--- src/rtl/monopix_readout_ctrl.sv ---
// monopix_readout_ctrl
//   Token/read/freeze readout controller for one MONOPIX flavour. Runs the
//   matrix handshake, deserialises the DATA stream MSB first, gray-decodes the
//   LE/TE timestamps and buffers decoded hits in a first-word-fall-through FIFO.
//
// Ports
//   clk_bx     in   readout clock, all logic on posedge
//   rst_n      in   async active-low reset
//   enable     in   allows new transactions to start
//   token      in   matrix token (hit pending)
//   data_in    in   matrix serial data, MSB first
//   read       out  matrix READ pad drive (registered)
//   freeze     out  matrix FREEZE pad drive (registered)
//   busy       out  FSM not in IDLE
//   hit_col    out  FIFO head column
//   hit_row    out  FIFO head row
//   hit_le     out  FIFO head LE, binary
//   hit_te     out  FIFO head TE, binary
//   hit_valid  out  FIFO non-empty
//   hit_ready  in   consumer accepts head when hit_valid
//   fifo_full  out  FIFO holds FIFO_DEPTH words
//   drop_cnt   out  saturating count of words dropped on a full FIFO
//
// state        | meaning
// -------------+---------------------------------------------------------
// S_IDLE       | no transaction, waiting for enable & token
// S_TOKEN_WAIT | matrix frozen, settling; also holds here while FIFO full
// S_READ       | read pulse to the matrix
// S_DATA       | serial word shifted in, decoded word pushed
module monopix_readout_ctrl #(
  parameter int COL_W         = 6,
  parameter int ROW_W         = 9,
  parameter int TS_W          = 6,
  parameter int TOKEN_WAIT_C  = 2,
  parameter int READ_C        = 2,
  parameter int DATA_OFS      = 2,
  parameter int DATA_C        = 31,
  parameter int FIFO_DEPTH    = 8,
  parameter bit STALL_ON_FULL = 1'b1
) (
  input  logic             clk_bx,
  input  logic             rst_n,
  input  logic             enable,
  input  logic             token,
  input  logic             data_in,
  output logic             read,
  output logic             freeze,
  output logic             busy,
  output logic [COL_W-1:0] hit_col,
  output logic [ROW_W-1:0] hit_row,
  output logic [TS_W-1:0]  hit_le,
  output logic [TS_W-1:0]  hit_te,
  output logic             hit_valid,
  input  logic             hit_ready,
  output logic             fifo_full,
  output logic [15:0]      drop_cnt
);

  localparam int WORD_W = COL_W + ROW_W + 2 * TS_W;
  localparam int CNT_W  = $clog2(DATA_C + TOKEN_WAIT_C + READ_C + 1);
  localparam int PTR_W  = $clog2(FIFO_DEPTH);
  localparam int OCC_W  = PTR_W + 1;

  localparam logic [CNT_W-1:0] TW_LAST     = CNT_W'(TOKEN_WAIT_C - 1);
  localparam logic [CNT_W-1:0] RD_LAST     = CNT_W'(READ_C - 1);
  localparam logic [CNT_W-1:0] DATA_LAST   = CNT_W'(DATA_C - 1);
  localparam logic [CNT_W-1:0] SHIFT_FIRST = CNT_W'(DATA_OFS);
  localparam logic [CNT_W-1:0] SHIFT_LAST  = CNT_W'(DATA_OFS + WORD_W - 1);

  typedef enum logic [1:0] {
    S_IDLE       = 2'd0,
    S_TOKEN_WAIT = 2'd1,
    S_READ       = 2'd2,
    S_DATA       = 2'd3
  } state_t;

  state_t            state, state_next;
  logic [CNT_W-1:0]  cnt;
  logic [WORD_W-1:0] shreg;
  logic              shift_en;
  logic              word_done;
  logic [WORD_W-1:0] push_word;

  logic [WORD_W-1:0] mem [FIFO_DEPTH];
  logic [PTR_W-1:0]  wr_ptr, rd_ptr;
  logic [OCC_W-1:0]  occ;
  logic              pop, wr_en, drop;
  logic [WORD_W-1:0] head;

  function automatic logic [TS_W-1:0] gray2bin(input logic [TS_W-1:0] g);
    logic [TS_W-1:0] b;
    b[TS_W-1] = g[TS_W-1];
    for (int i = TS_W - 2; i >= 0; i--) begin
      b[i] = b[i+1] ^ g[i];
    end
    return b;
  endfunction

  // ---------------- FSM ----------------
  always_ff @(posedge clk_bx or negedge rst_n) begin
    if (!rst_n) begin
      state <= S_IDLE;
    end else begin
      state <= state_next;
    end
  end

  always_comb begin
    state_next = state;
    case (state)
      S_IDLE: begin
        if (enable && token) state_next = S_TOKEN_WAIT;
      end
      S_TOKEN_WAIT: begin
        // cnt keeps counting while stalled, so compare with >= to leave as
        // soon as space opens up.
        if ((cnt >= TW_LAST) && !(STALL_ON_FULL && fifo_full)) state_next = S_READ;
      end
      S_READ: begin
        if (cnt == RD_LAST) state_next = S_DATA;
      end
      S_DATA: begin
        if (cnt == DATA_LAST) state_next = (enable && token) ? S_TOKEN_WAIT : S_IDLE;
      end
      default: state_next = S_IDLE;
    endcase
  end

  // cnt clears on every state entry and saturates at all-ones.
  always_ff @(posedge clk_bx or negedge rst_n) begin
    if (!rst_n) begin
      cnt <= '0;
    end else if (state_next != state) begin
      cnt <= '0;
    end else if (cnt != '1) begin
      cnt <= cnt + 1'b1;
    end
  end

  always_ff @(posedge clk_bx or negedge rst_n) begin
    if (!rst_n) begin
      read   <= 1'b0;
      freeze <= 1'b0;
    end else begin
      read   <= (state == S_READ);
      freeze <= (state == S_TOKEN_WAIT) || (state_next == S_READ);
    end
  end

  assign busy = (state != S_IDLE);

  // ---------------- deserialiser ----------------
  assign shift_en = (state == S_DATA) && (cnt >= SHIFT_FIRST) && (cnt <= SHIFT_LAST);

  always_ff @(posedge clk_bx or negedge rst_n) begin
    if (!rst_n) begin
      shreg     <= '0;
      word_done <= 1'b0;
    end else begin
      if (shift_en) shreg <= {shreg[WORD_W-2:0], data_in};
      word_done <= shift_en && (cnt == SHIFT_LAST);
    end
  end

  // shreg layout: {col, row, le_gray, te_gray}
  assign push_word = {shreg[WORD_W-1 -: COL_W],
                      shreg[2*TS_W +: ROW_W],
                      gray2bin(shreg[TS_W +: TS_W]),
                      gray2bin(shreg[0 +: TS_W])};

  // ---------------- hit FIFO ----------------
  assign hit_valid = (occ != '0);
  assign fifo_full = (occ == OCC_W'(FIFO_DEPTH));
  assign pop       = hit_valid && hit_ready;
  assign wr_en     = word_done && (!fifo_full || pop);
  assign drop      = word_done && fifo_full && !pop && !STALL_ON_FULL;

  always_ff @(posedge clk_bx) begin
    if (wr_en) mem[wr_ptr] <= push_word;
  end

  always_ff @(posedge clk_bx or negedge rst_n) begin
    if (!rst_n) begin
      wr_ptr <= '0;
      rd_ptr <= '0;
      occ    <= '0;
    end else begin
      if (wr_en) wr_ptr <= wr_ptr + 1'b1;
      if (pop)   rd_ptr <= rd_ptr + 1'b1;
      case ({wr_en, pop})
        2'b10:   occ <= occ + 1'b1;
        2'b01:   occ <= occ - 1'b1;
        default: occ <= occ;
      endcase
    end
  end

  always_ff @(posedge clk_bx or negedge rst_n) begin
    if (!rst_n) begin
      drop_cnt <= '0;
    end else if (drop && (drop_cnt != 16'hFFFF)) begin
      drop_cnt <= drop_cnt + 1'b1;
    end
  end

  // Storage is not reset; masking by hit_valid keeps hit_* at zero when empty.
  assign head    = mem[rd_ptr];
  assign hit_col = hit_valid ? head[WORD_W-1 -: COL_W] : '0;
  assign hit_row = hit_valid ? head[2*TS_W +: ROW_W]   : '0;
  assign hit_le  = hit_valid ? head[TS_W +: TS_W]      : '0;
  assign hit_te  = hit_valid ? head[0 +: TS_W]         : '0;

endmodule

--- config.mk ---
export PLATFORM = sky130hd
export DESIGN_NAME = monopix_readout_ctrl
export DESIGN_NICKNAME = d
export VERILOG_FILES = /design/src/rtl/monopix_readout_ctrl.sv
export SDC_FILE = /design/constraint.sdc
export NUM_CORES = 1
export LEC_CHECK = 0
export ABC_AREA = 1
export ABC_CLOCK_PERIOD_IN_PS = 3100
export BUFFER_PORTS_ARGS = -buffer_cell sky130_fd_sc_hd__buf_4
export CORE_ASPECT_RATIO = 0.7
export CORE_MARGIN = 2
export CORE_UTILIZATION = 55
export CTS_BUF_LIST = sky130_fd_sc_hd__clkbuf_2 sky130_fd_sc_hd__clkbuf_4 sky130_fd_sc_hd__clkbuf_8
export CTS_CLUSTER_SIZE = 8
export DETAILED_ROUTE_END_ITERATION = 10
export GPL_TIMING_DRIVEN = 1
export HOLD_SLACK_MARGIN = 0.03
export PLACE_DENSITY_LB_ADDON = 0.05
export SLEW_MARGIN = 20
export SYNTH_ARGS = -nofsm -noshare
export SYNTH_HDL_FRONTEND = slang
export SYNTH_SLANG_ARGS = --single-unit
--- constraint.sdc ---
create_clock -name clk_bx -period 3.1 [get_ports clk_bx]
set_input_delay 0.31 -clock clk_bx [delete_from_list [all_inputs] [get_ports clk_bx]]
set_output_delay 0.31 -clock clk_bx [all_outputs]
set_load 0.02 [all_outputs]
* After elaboration in Yosys (flattened, before gate mapping)
Memory sizes are Yosys's and may differ from the RTL's.
Index checks and enable logic that the tools add are counted.
** Storage, ports and cells
- Bits in registers :: 48
- Memory bits (writable) :: 216
- Input bits :: 6
- Output and inout port bits :: 48
- Logic and storage cells :: 70
- Memories :: 1
** Memories
- mem :: depth 8, width 27, rd ports 1, clocked after Yosys merged registers in 0, write ports 1, line 84 : logic [WORD_W-1:0] mem [FIFO_DEPTH];
** Operators by class
- Add/subtract/negate cells :: 5
- $lt $le $gt $ge :: 3
- Equality and inequality tests :: 12
- Mux-type cells :: 15
- Bitwise gates (word level) :: 10
- Reduce and logical (&&, ||, !) cells :: 15
** Operators with widths (number)
- 6-bit two-way mux :: 5
- 6-bit by 5-bit equality test with 1-bit output (second input constant) :: 2
- 1-bit bitwise XOR :: 10
- 9-bit two-way mux :: 1
- 2-bit equality test (second input constant) :: 4
- 2-bit two-way mux :: 4
- 2-bit case mux with 4 select lines :: 1
- 4-bit case mux with 2 select lines :: 1
- 1-bit logical AND :: 7
- 3-bit by 1-bit adder with 3-bit output (second input constant) :: 2
- 6-bit by 1-bit adder with 6-bit output (second input constant) :: 1
- 6-bit by 1-bit equality test with 1-bit output (second input constant) :: 1
- 6-bit by 1-bit >= comparator with 1-bit output (second input constant) :: 1
- 6-bit by 2-bit >= comparator with 1-bit output (second input constant) :: 1
- 6-bit by 5-bit <= comparator with 1-bit output (second input constant) :: 1
- 6-bit != test (second input constant) :: 1
- 2-bit nonzero test :: 3
- 4-bit by 1-bit adder with 4-bit output (second input constant) :: 1
- 2-bit by 1-bit equality test with 1-bit output (second input constant) :: 2
- 4-bit equality test (second input constant) :: 1
- 4-bit nonzero test :: 1
- 4-bit by 1-bit subtractor with 4-bit output (second input constant) :: 1
- 1-bit two-way mux :: 3
- 2-bit logical NOT :: 1
- 3 further kinds :: 4

* Logic depth before layout (Yosys ltp)
Gate-level depths: netlist of run 1.
- Depth in word-level cells :: 7
- Gate-level depth with buffers :: 14
- Mapped depth without buffers :: 14

* Worst setup path after synthesis of run 1
No wires, ideal clock.
- Path kind :: reg-to-reg
- Start :: reg occ[0]
- End :: mem mem[0][0] (netlist name) (enable)
- Library setup time :: 0.411 ns
- Arrival time :: 2.166 ns
- Data required time :: 2.689 ns
- Slack :: 0.523 ns
- Cell stages (with the launch flop) :: 6
- Path buffers :: 0
- Clock period less this slack :: 2.577 ns
- Cells stage by stage :: dfrtp_1 > nor2_1 > nand3_1 > o21ai_0 > or2_2 > nor2_1
** Between the ends
- Longest elaborated chain between the ends :: 6
- Elaborated cells between the ends (all ways) :: 8
- Classes of those cells :: 1 x eq/ne; 2 x mux; 5 x reduce/logical
** RTL lines
- start, declared :: line 86 : logic [OCC_W-1:0] occ;
- start signal, assigned :: line 191 : 2'b10: occ <= occ + 1'b1;
- start signal, assigned :: line 192 : 2'b01: occ <= occ - 1'b1;
- 4-bit equality test / 4-bit nonzero test (equally long branches) :: line 173, 172
- 1-bit logical NOT / 1-bit logical AND (equally long branches) :: line 175, 174
- 1-bit logical OR * :: line 175 : assign wr_en = word_done && (!fifo_full || pop);
- 1-bit logical AND * :: line 175
- 1-bit two-way mux * :: line 179 : if (wr_en) mem[wr_ptr] <= push_word;
- 1-bit two-way mux (implied by the code) * :: line 179
- end, declared :: line 84
Every way passes the cells marked *; elsewhere a longest branch is shown, timed or not.

* Worst setup path after layout of run 1
- Start :: reg rd_ptr[0]
- End :: out hit_le[0]
** Between the ends
- Longest elaborated chain between the ends :: 2
** RTL lines
- start, declared :: line 85 : logic [PTR_W-1:0] wr_ptr, rd_ptr;
- start signal, assigned :: line 189 : if (pop) rd_ptr <= rd_ptr + 1'b1;
- memory 8 x 27 bit
- 6-bit two-way mux :: line 210 : assign hit_le = hit_valid ? head[TS_W +: TS_W] : '0;
- end, declared :: line 51 : output logic [TS_W-1:0] hit_le,
Every way passes these cells.

==> impl_results.md, run 1 <==
- Status: finished, final reports clean
- GRT Overall Usage: a little under a quarter
- Int Power: around 7.5 mW
- Mapped Cells: between 900 and 1,000
- Synth area leaders: edfxtp_1 (58%), dfrtp_1 (11%), nor2_1 (8.3%)
- Worst slew pin tran: slightly below 0.9 ns
- ANT nets after route: 0
- Setup TNS: 0 ns
- Sw Share: between 30% and 40%
- Minimum clock period: roughly 2.8 ns
- Rel. slew slack: 40.7%
- Root Buffer Master: clkbuf_8
- Startpoint types: register
- Final Cycle Share: 90.4%
- Global-route wire length before repair: about 38,000 um
- Hold WC Path Type: in -> reg
- Total wire length: 24,100 um
- Leak: roughly 4.7 nW
- Worst path top cell family by delay: buffers and inverters
- Die X-Extent: around 170 um
- P_sw: 4.73 mW
- CP Max Fanout: between 40 and 50
- Sequential power share: between 30% and 40%
- Total grt overflow: 0
- # setup viols final: 0
- Pwr dens: about 1000 mW/mm2
- Avg WL per Cell: between 15 and 20 um
- Starting DRT DRC Count: ~650
- Post-CTS Setup Inserts: 0
- FILL cells: about 1,600
- Port bufs: 37
- Num CTS Buffers: 41
- Die ar.: between 0.02 and 0.025 mm2
- Comb pwr share: between 30% and 40%
- RSZ-0062 raised after global routing: no
- Cts repair resizes: 0
- HP Start: token
- Placement Cell Area: approximately 0.012 mm2
- Critical path class: reg -> out
- CTS clock-pin slew for the worst setup and hold paths: approximately 0.06 ns
- I/O Pins: 54
- Worst r2r src: occ[0]
- CTS Hold Buffers Added: 2
- Final GP Congestion: 0.781
- Clk pwr share: a little under a quarter
- DRC viols: 0
- Final worst slack: ~0.3 ns
- WP buf/inv: 3
- Placement Rows: 43
- Synth Register Bits: about 260
- Number of global-route vias before repair: ~7,100
- Via count: roughly 7,200
- Clock sinks: ~260
- Slew Viols, Final: 0
- Max-cap violations: 0
- Peak VDD IR: about 0.00056 V
- Core area: just under 0.02 mm2
- Cell area after synthesis: between 0.01 and 0.015 mm2
- Dpl hpwl: between 10,000 and 15,000 um
- Clock Latency Late Sink: ~0.54 ns
- Area Overhead vs Synth: 12.4%
- Mean Syn Cell Area: 11.5 um2
- Post-synth top area cell: edfxtp_1
- Die Y: about 120 um
- Worst path most repeated cell: nor2_1
- Clk buf depth: 3
- Starting density of the core: a little under three fifths
- Hold endpoint: state[0]
- R2r endpoint: mem[2][10]
- R2R setup slack: approximately 0.73 ns
- Register area share after synthesis: 69.3%
- CP arrival: around 2.5 ns
- Req. time, crit path: between 2 and 3 ns
- Initial antenna violation count: 0
- Crit-path slowest cell: inv_2
- ANT cells: 0
- Max incr delay on CP: ~0.48 ns
- Yosys warns: 0
- Crit-path cells: inv_2, buf_12, nor2_1, o32ai_1, nor2_1, nor2_1, buf_4
- 1st-pass router iterations: 5
- Design area: 0.0125 mm2
- Largest net degree at the start of global routing: 110
- Fmax: 0.357 GHz
- Synth top area share: 58.4%
- Crit path capture type: primary output
- H-tree depth: 2
- Fin nets: 1,029
- TritonCTS clock tree: done
- Worst clock skew: approximately 0.026 ns
- Distinct cells, synth: 33
- Cell depth of the worst hold path: 3
- Pre-CTS setup slack: between 0.7 and 0.8 ns
- Final number of hold-violating endpoints: 0
- Worst R2R Path Depth: 6
- Share of layout cells above drive strength 1: 16.7%
- Vias/cell: 5.44
-- worst max-delay path by stage --
stage,start,to,slack [ns],cells past startpoint
floorplan,occ[0],mem[0][0],0.52,5
finish,rd_ptr[0],hit_le[0],0.30,7
global placement,occ[0],mem[2][16],0.76,6
detailed placement,occ[0],mem[2][16],0.71,6
global route,rd_ptr[0],hit_le[0],0.14,7
CTS,rd_ptr[0],hit_te[3],0.27,7
-- metal layers --
metal / wire [um] / track usage, % / part of all wire [%]
met2: 11100 / 37.3 / 46
met4: 414 / 7.30 / 1.7
met5: 0 / 0 / 0
met3: 1280 / 4.09 / 5.3
met1: 11300 / 33.2 / 47
-- kinds of logic (layout without fill, tap and decap cells) --
kind of cell    Yosys count  after routing  share of synthesized area (%)
simple gates            357            357                           12.7
buf+inv                 121            188                           5.21
fa+ha+maj                 9              9                           1.08
compound gates          201            201                           10.9
mux                       1              1                         0.0902
xor+xnor                  8              8                          0.631
other cells               1             16                         0.0338
flops                   264            264                           69.3
-- flip-flops by register name (all words and copies together), names as in the netlist --
register / cells
mem: 216
shreg: 27
cnt: 6
occ: 4
rd_ptr: 3
wr_ptr: 3
state: 2
freeze: 1
read: 1
word_done: 1
-- stage by stage --
step | power [mW] | utilization [%] | cells | hold slack, ns
floorplan | 7.97 | - | 977 | 0.0144
finish | 12.3 | 63.0 | 1314 | 0.101
global route | 13.1 | 63.0 | 1314 | 0.109
global placement | 9.36 | 58.9 | 1239 | 0.396
CTS | 12.4 | 63.0 | 1314 | 0.0808
detailed placement | 9.50 | 58.9 | 1239 | 0.415
-- worst register-to-register path, cell delays in order, from the launching register on --
cell,delay (ns)
dfrtp_1,0.40
nor2_1,0.07
nand3_1,0.18
o21ai_0,0.16
or2_2,0.37
nor2_2,0.40
buf_4,0.44
-- final cells by class --
type / count / area (um2) / area share [%]
clock buffers: 67 / 766 / 6.14
flip-flops and latches: 264 / 7690 / 61.6
multi-input cells: 592 / 2910 / 23.3
clock inverters: 6 / 31.3 / 0.251
well taps: 270 / 338 / 2.71
inverters: 57 / 214 / 1.71
repair buffers: 58 / 528 / 4.23
-- cells in the mapped netlist --
| library cell | count |
|---|---|
| nor2_1 | 246 |
| edfxtp_1 | 216 |
| o21ai_0 | 139 |
| nand2_1 | 81 |
| inv_1 | 54 |
| dfrtp_1 | 48 |
| o21ai_2 | 28 |
| o32ai_1 | 27 |
| clkbuf_1 | 22 |
| nand3_1 | 21 |
| buf_4 | 18 |
| buf_2 | 14 |
| ha_1 | 8 |
| xor2_1 | 6 |
| buf_6 | 5 |
| buf_1 | 4 |
| a21oi_1 | 3 |
| nand2_2 | 3 |
| inv_2 | 2 |
| nand4_1 | 2 |
| o21ai_1 | 2 |
| xnor2_1 | 2 |
| a31oi_1 | 1 |
| clkbuf_2 | 1 |
| clkinv_1 | 1 |
| conb_1 | 1 |
| fa_1 | 1 |
| mux2i_1 | 1 |
| nand3_2 | 1 |
| nand3_4 | 1 |
| nor3_4 | 1 |
| o22ai_1 | 1 |
| or2_2 | 1 |
-- power groups by stage --
stage          registers [mW]  clock network (mW)  logic [mW]
5_1_grt                  4.87                3.06        5.12
3_3_place_gp             4.87                   0        4.49
4_1_cts                  4.82                2.91        4.63
2_1_floorplan            4.70                   0        3.28
3_5_place_dp             4.89                   0        4.61
6_report                 4.82                2.85        4.61
-- cells in the final DEF, fill, tap and decap left out --
| master | instances |
|---|---|
| o22ai_1 | 1 |
| clkinv_1 | 3 |
| nand2_1 | 81 |
| ha_1 | 8 |
| xor2_1 | 6 |
| nor2_1 | 238 |
| o21ai_2 | 28 |
| buf_4 | 49 |
| nand4_1 | 2 |
| inv_2 | 2 |
| nand3_4 | 1 |
| nand3_2 | 1 |
| dfrtp_1 | 46 |
| clkinv_2 | 3 |
| edfxtp_1 | 216 |
| a21oi_1 | 3 |
| o21ai_1 | 2 |
| fa_1 | 1 |
| inv_6 | 1 |
| o32ai_1 | 27 |
| clkbuf_4 | 25 |
| nand3_1 | 21 |
| a31oi_1 | 1 |
| dfrtp_2 | 2 |
| dlygate4sd3_1 | 2 |
| xnor2_1 | 2 |
| nor2_2 | 8 |
| buf_12 | 7 |
| o21ai_0 | 139 |
| or2_2 | 1 |
| nor3_4 | 1 |
| nand2_2 | 3 |
| conb_1 | 16 |
| clkbuf_8 | 42 |
| mux2i_1 | 1 |
| inv_1 | 54 |
Note: power is estimated with default switching activity, not from simulation.
==> run 2, diff against run 1 <==
--- a/config.mk
+++ b/config.mk
@@ -8,6 +8,7 @@
 export ABC_AREA = 1
 export ABC_CLOCK_PERIOD_IN_PS = 3100
 export BUFFER_PORTS_ARGS = -buffer_cell sky130_fd_sc_hd__buf_4
+export CAP_MARGIN = 0
 export CORE_ASPECT_RATIO = 0.7
 export CORE_MARGIN = 2
 export CORE_UTILIZATION = 55
@@ -17,6 +18,7 @@
 export GPL_TIMING_DRIVEN = 1
 export HOLD_SLACK_MARGIN = 0.03
 export PLACE_DENSITY_LB_ADDON = 0.05
+export RECOVER_POWER = 25
 export SLEW_MARGIN = 20
 export SYNTH_ARGS = -nofsm -noshare
 export SYNTH_HDL_FRONTEND = slang
==> run 2 against run 1 <==
Global-route usage unchanged. Register-to-register slack is essentially flat. Sequential power about the same. First-iteration DRC count stayed put. Non-clock buffer count is the same. Flip-flop and latch count unchanged. Critical endpoint unchanged.
==> impl_results.md, run 2 (synthesized netlist as in run 1, its figures left out) <==
- Worst clock skew: 0.0261 ns (-0.0000321 ns)
- Critical path class: reg -> out
- Num CTS Buffers: 41 (unchanged)
- Crit-path slowest cell: inv_2
- Cts repair resizes: 0 (unchanged)
- Avg WL per Cell: 18.3 um (about the same)
- GRT Overall Usage: 23.3% (unchanged)
- Via count: 7,149 (-0.028%)
- Post-CTS Setup Inserts: 0 (unchanged)
- Starting DRT DRC Count: 651 (unchanged)
- 1st-pass router iterations: 5 (unchanged)
- Fmax: 0.357 GHz (+0.13%)
- FILL cells: 1,591 (+0.063%)
- Clk buf depth: 3 (unchanged)
- Final number of hold-violating endpoints: 0 (unchanged)
- Top flop regs: mem x216, shreg x27, cnt x6
- Initial antenna violation count: 0 (unchanged)
- Die ar.: 0.0213 mm2 (unchanged)
- CP Max Fanout: 44 (unchanged)
- DRC viols: 0 (unchanged)
- Worst path top cell family by delay: buffers and inverters
- Setup TNS: 0 ns (unchanged)
- Area Overhead vs Synth: 12.4% (about the same)
- Final Cycle Share: 90.3% (-0.11 points)
- Minimum clock period: 2.80 ns (-0.00355 ns)
- Req. time, crit path: 2.79 ns (about the same)
- H-tree depth: 2 (unchanged)
- Core area: 0.0198 mm2 (unchanged)
- Max-cap violations: 0 (unchanged)
- Status: finished, final reports clean
- Placement Rows: 43 (unchanged)
- Slew Viols, Final: 0 (unchanged)
- WP buf/inv: 3 (unchanged)
- RSZ-0062 raised after global routing: no
- Port bufs: 37 (unchanged)
- ANT cells: 0 (unchanged)
- R2R setup slack: 0.73 ns (about the same)
- Leading cell type in the layout, fill and taps excluded: nor2_1
- Largest net degree at the start of global routing: 110 (unchanged)
- Fin nets: 1,029 (unchanged)
- Hold WC Path Type: in -> reg
- Leak: 4.74 nW (about the same)
- Worst slew pin tran: 1.39 ns (+0.502 ns)
- ANT nets after route: 0 (unchanged)
- Max incr delay on CP: 0.48 ns (about the same)
- TritonCTS clock tree: done
- # setup viols final: 0 (unchanged)
- Crit path capture type: primary output
- Root Buffer Master: clkbuf_8
- Share of layout cells above drive strength 1: 16.7% (unchanged)
- Pwr dens: 984 mW/mm2 (about the same)
- Die Y: 123 um (unchanged)
- I/O Pins: 54 (unchanged)
- Starting density of the core: 56.1% (unchanged)
- Peak VDD IR: 0.000563 V (about the same)
- CP arrival: 2.49 ns (about the same)
- Startpoint types: register
- Clock Latency Late Sink: 0.54 ns (about the same)
- Most frequent cells in the layout: nor2_1 (238), edfxtp_1 (216), o21ai_0 (139), nand2_1 (81), inv_1 (54)
- CTS clock-pin slew for the worst setup and hold paths: 0.06 ns (about the same)
- Dpl hpwl: 13,300 um (unchanged)
- Worst path most repeated cell: nor2_1
- Largest reg by FF count: mem
- Crit-path cells: inv_2, buf_12, nor2_1, o32ai_1, nor2_1, nor2_1, buf_4
- Max FFs per register: 216 (unchanged)
- Clock sinks: 264 (unchanged)
- Total grt overflow: 0 (unchanged)
- Global-route wire length before repair: 38,200 um (unchanged)
- Final GP Congestion: 0.781 (unchanged)
- Die X-Extent: 174 um (unchanged)
- Total wire length: 24,100 um (about the same)
- Vias/cell: 5.44 (about the same)
- Final Power: 12.3 mW (about the same)
- Rel. slew slack: 7.21% (-33 points)
- Number of global-route vias before repair: 7,090 (unchanged)
[run 2: worst register-to-register path, cell delays in order, from the launching register on]
cell and delay (ns):
dfrtp_1 0.40, nor2_1 0.07, nand3_1 0.18, o21ai_0 0.16, or2_2 0.37, nor2_2 0.40
buf_4 0.44
[run 2: worst paths after layout]
| check | to | startpoint | cells past startpoint |
|---|---|---|---|
| min in group asynchronous | shreg[18] | rst_n | 2 |
| max reg2reg | mem[2][10] | occ[0] | 6 |
| min | state[0] | token | 3 |
| min reg2reg | shreg[10] | shreg[10] | 2 |
| max in group asynchronous | rd_ptr[0] | rst_n | 2 |
| max | hit_le[0] | rd_ptr[0] | 7 |
[run 2: layout make-up]
class	instances	area, um2	area share, %
tap	270	338	2.71
clock inverter	6	31.3	0.251
timing repair buffer	58	526	4.21
sequential	264	7690	61.7
inverter	57	214	1.72
clock buffer	67	766	6.14
multi-input combinational	592	2910	23.3
[run 2: metrics by stage]
stage	setup WS (ns)	utilization (%)	hold slack, ns	instance area [um2]	std cells
floorplan	0.523	-	0.0144	11200	977
detailed placement	0.707	58.9	0.415	11700	1239
global route	0.135	63.0	0.109	12500	1314
finish	0.300	63.0	0.101	12500	1314
global placement	0.761	58.9	0.396	11700	1239
CTS	0.267	63.0	0.0808	12500	1314
[run 2: report_power, final]
part / leakage, nW / switching [mW] / internal [mW]
Combinational: 1.64 / 3.04 / 1.57
Clock: 0.436 / 1.29 / 1.56
Sequential: 2.66 / 0.398 / 4.42
[run 2: repair_timing]
action                                  CTS  global route
endpoints found under the setup margin    0             0
hold buffers                              2             0
endpoints found under the hold margin    49             0
[run 2: per-layer routing]
layer	vias to the layer above	GRT usage, %	part of all wire, %
met5	-	0	0
met4	0	7.30	1.7
met3	38	4.09	5.2
met2	175	37.3	46
met1	3525	33.2	47
li1	3411	-	-
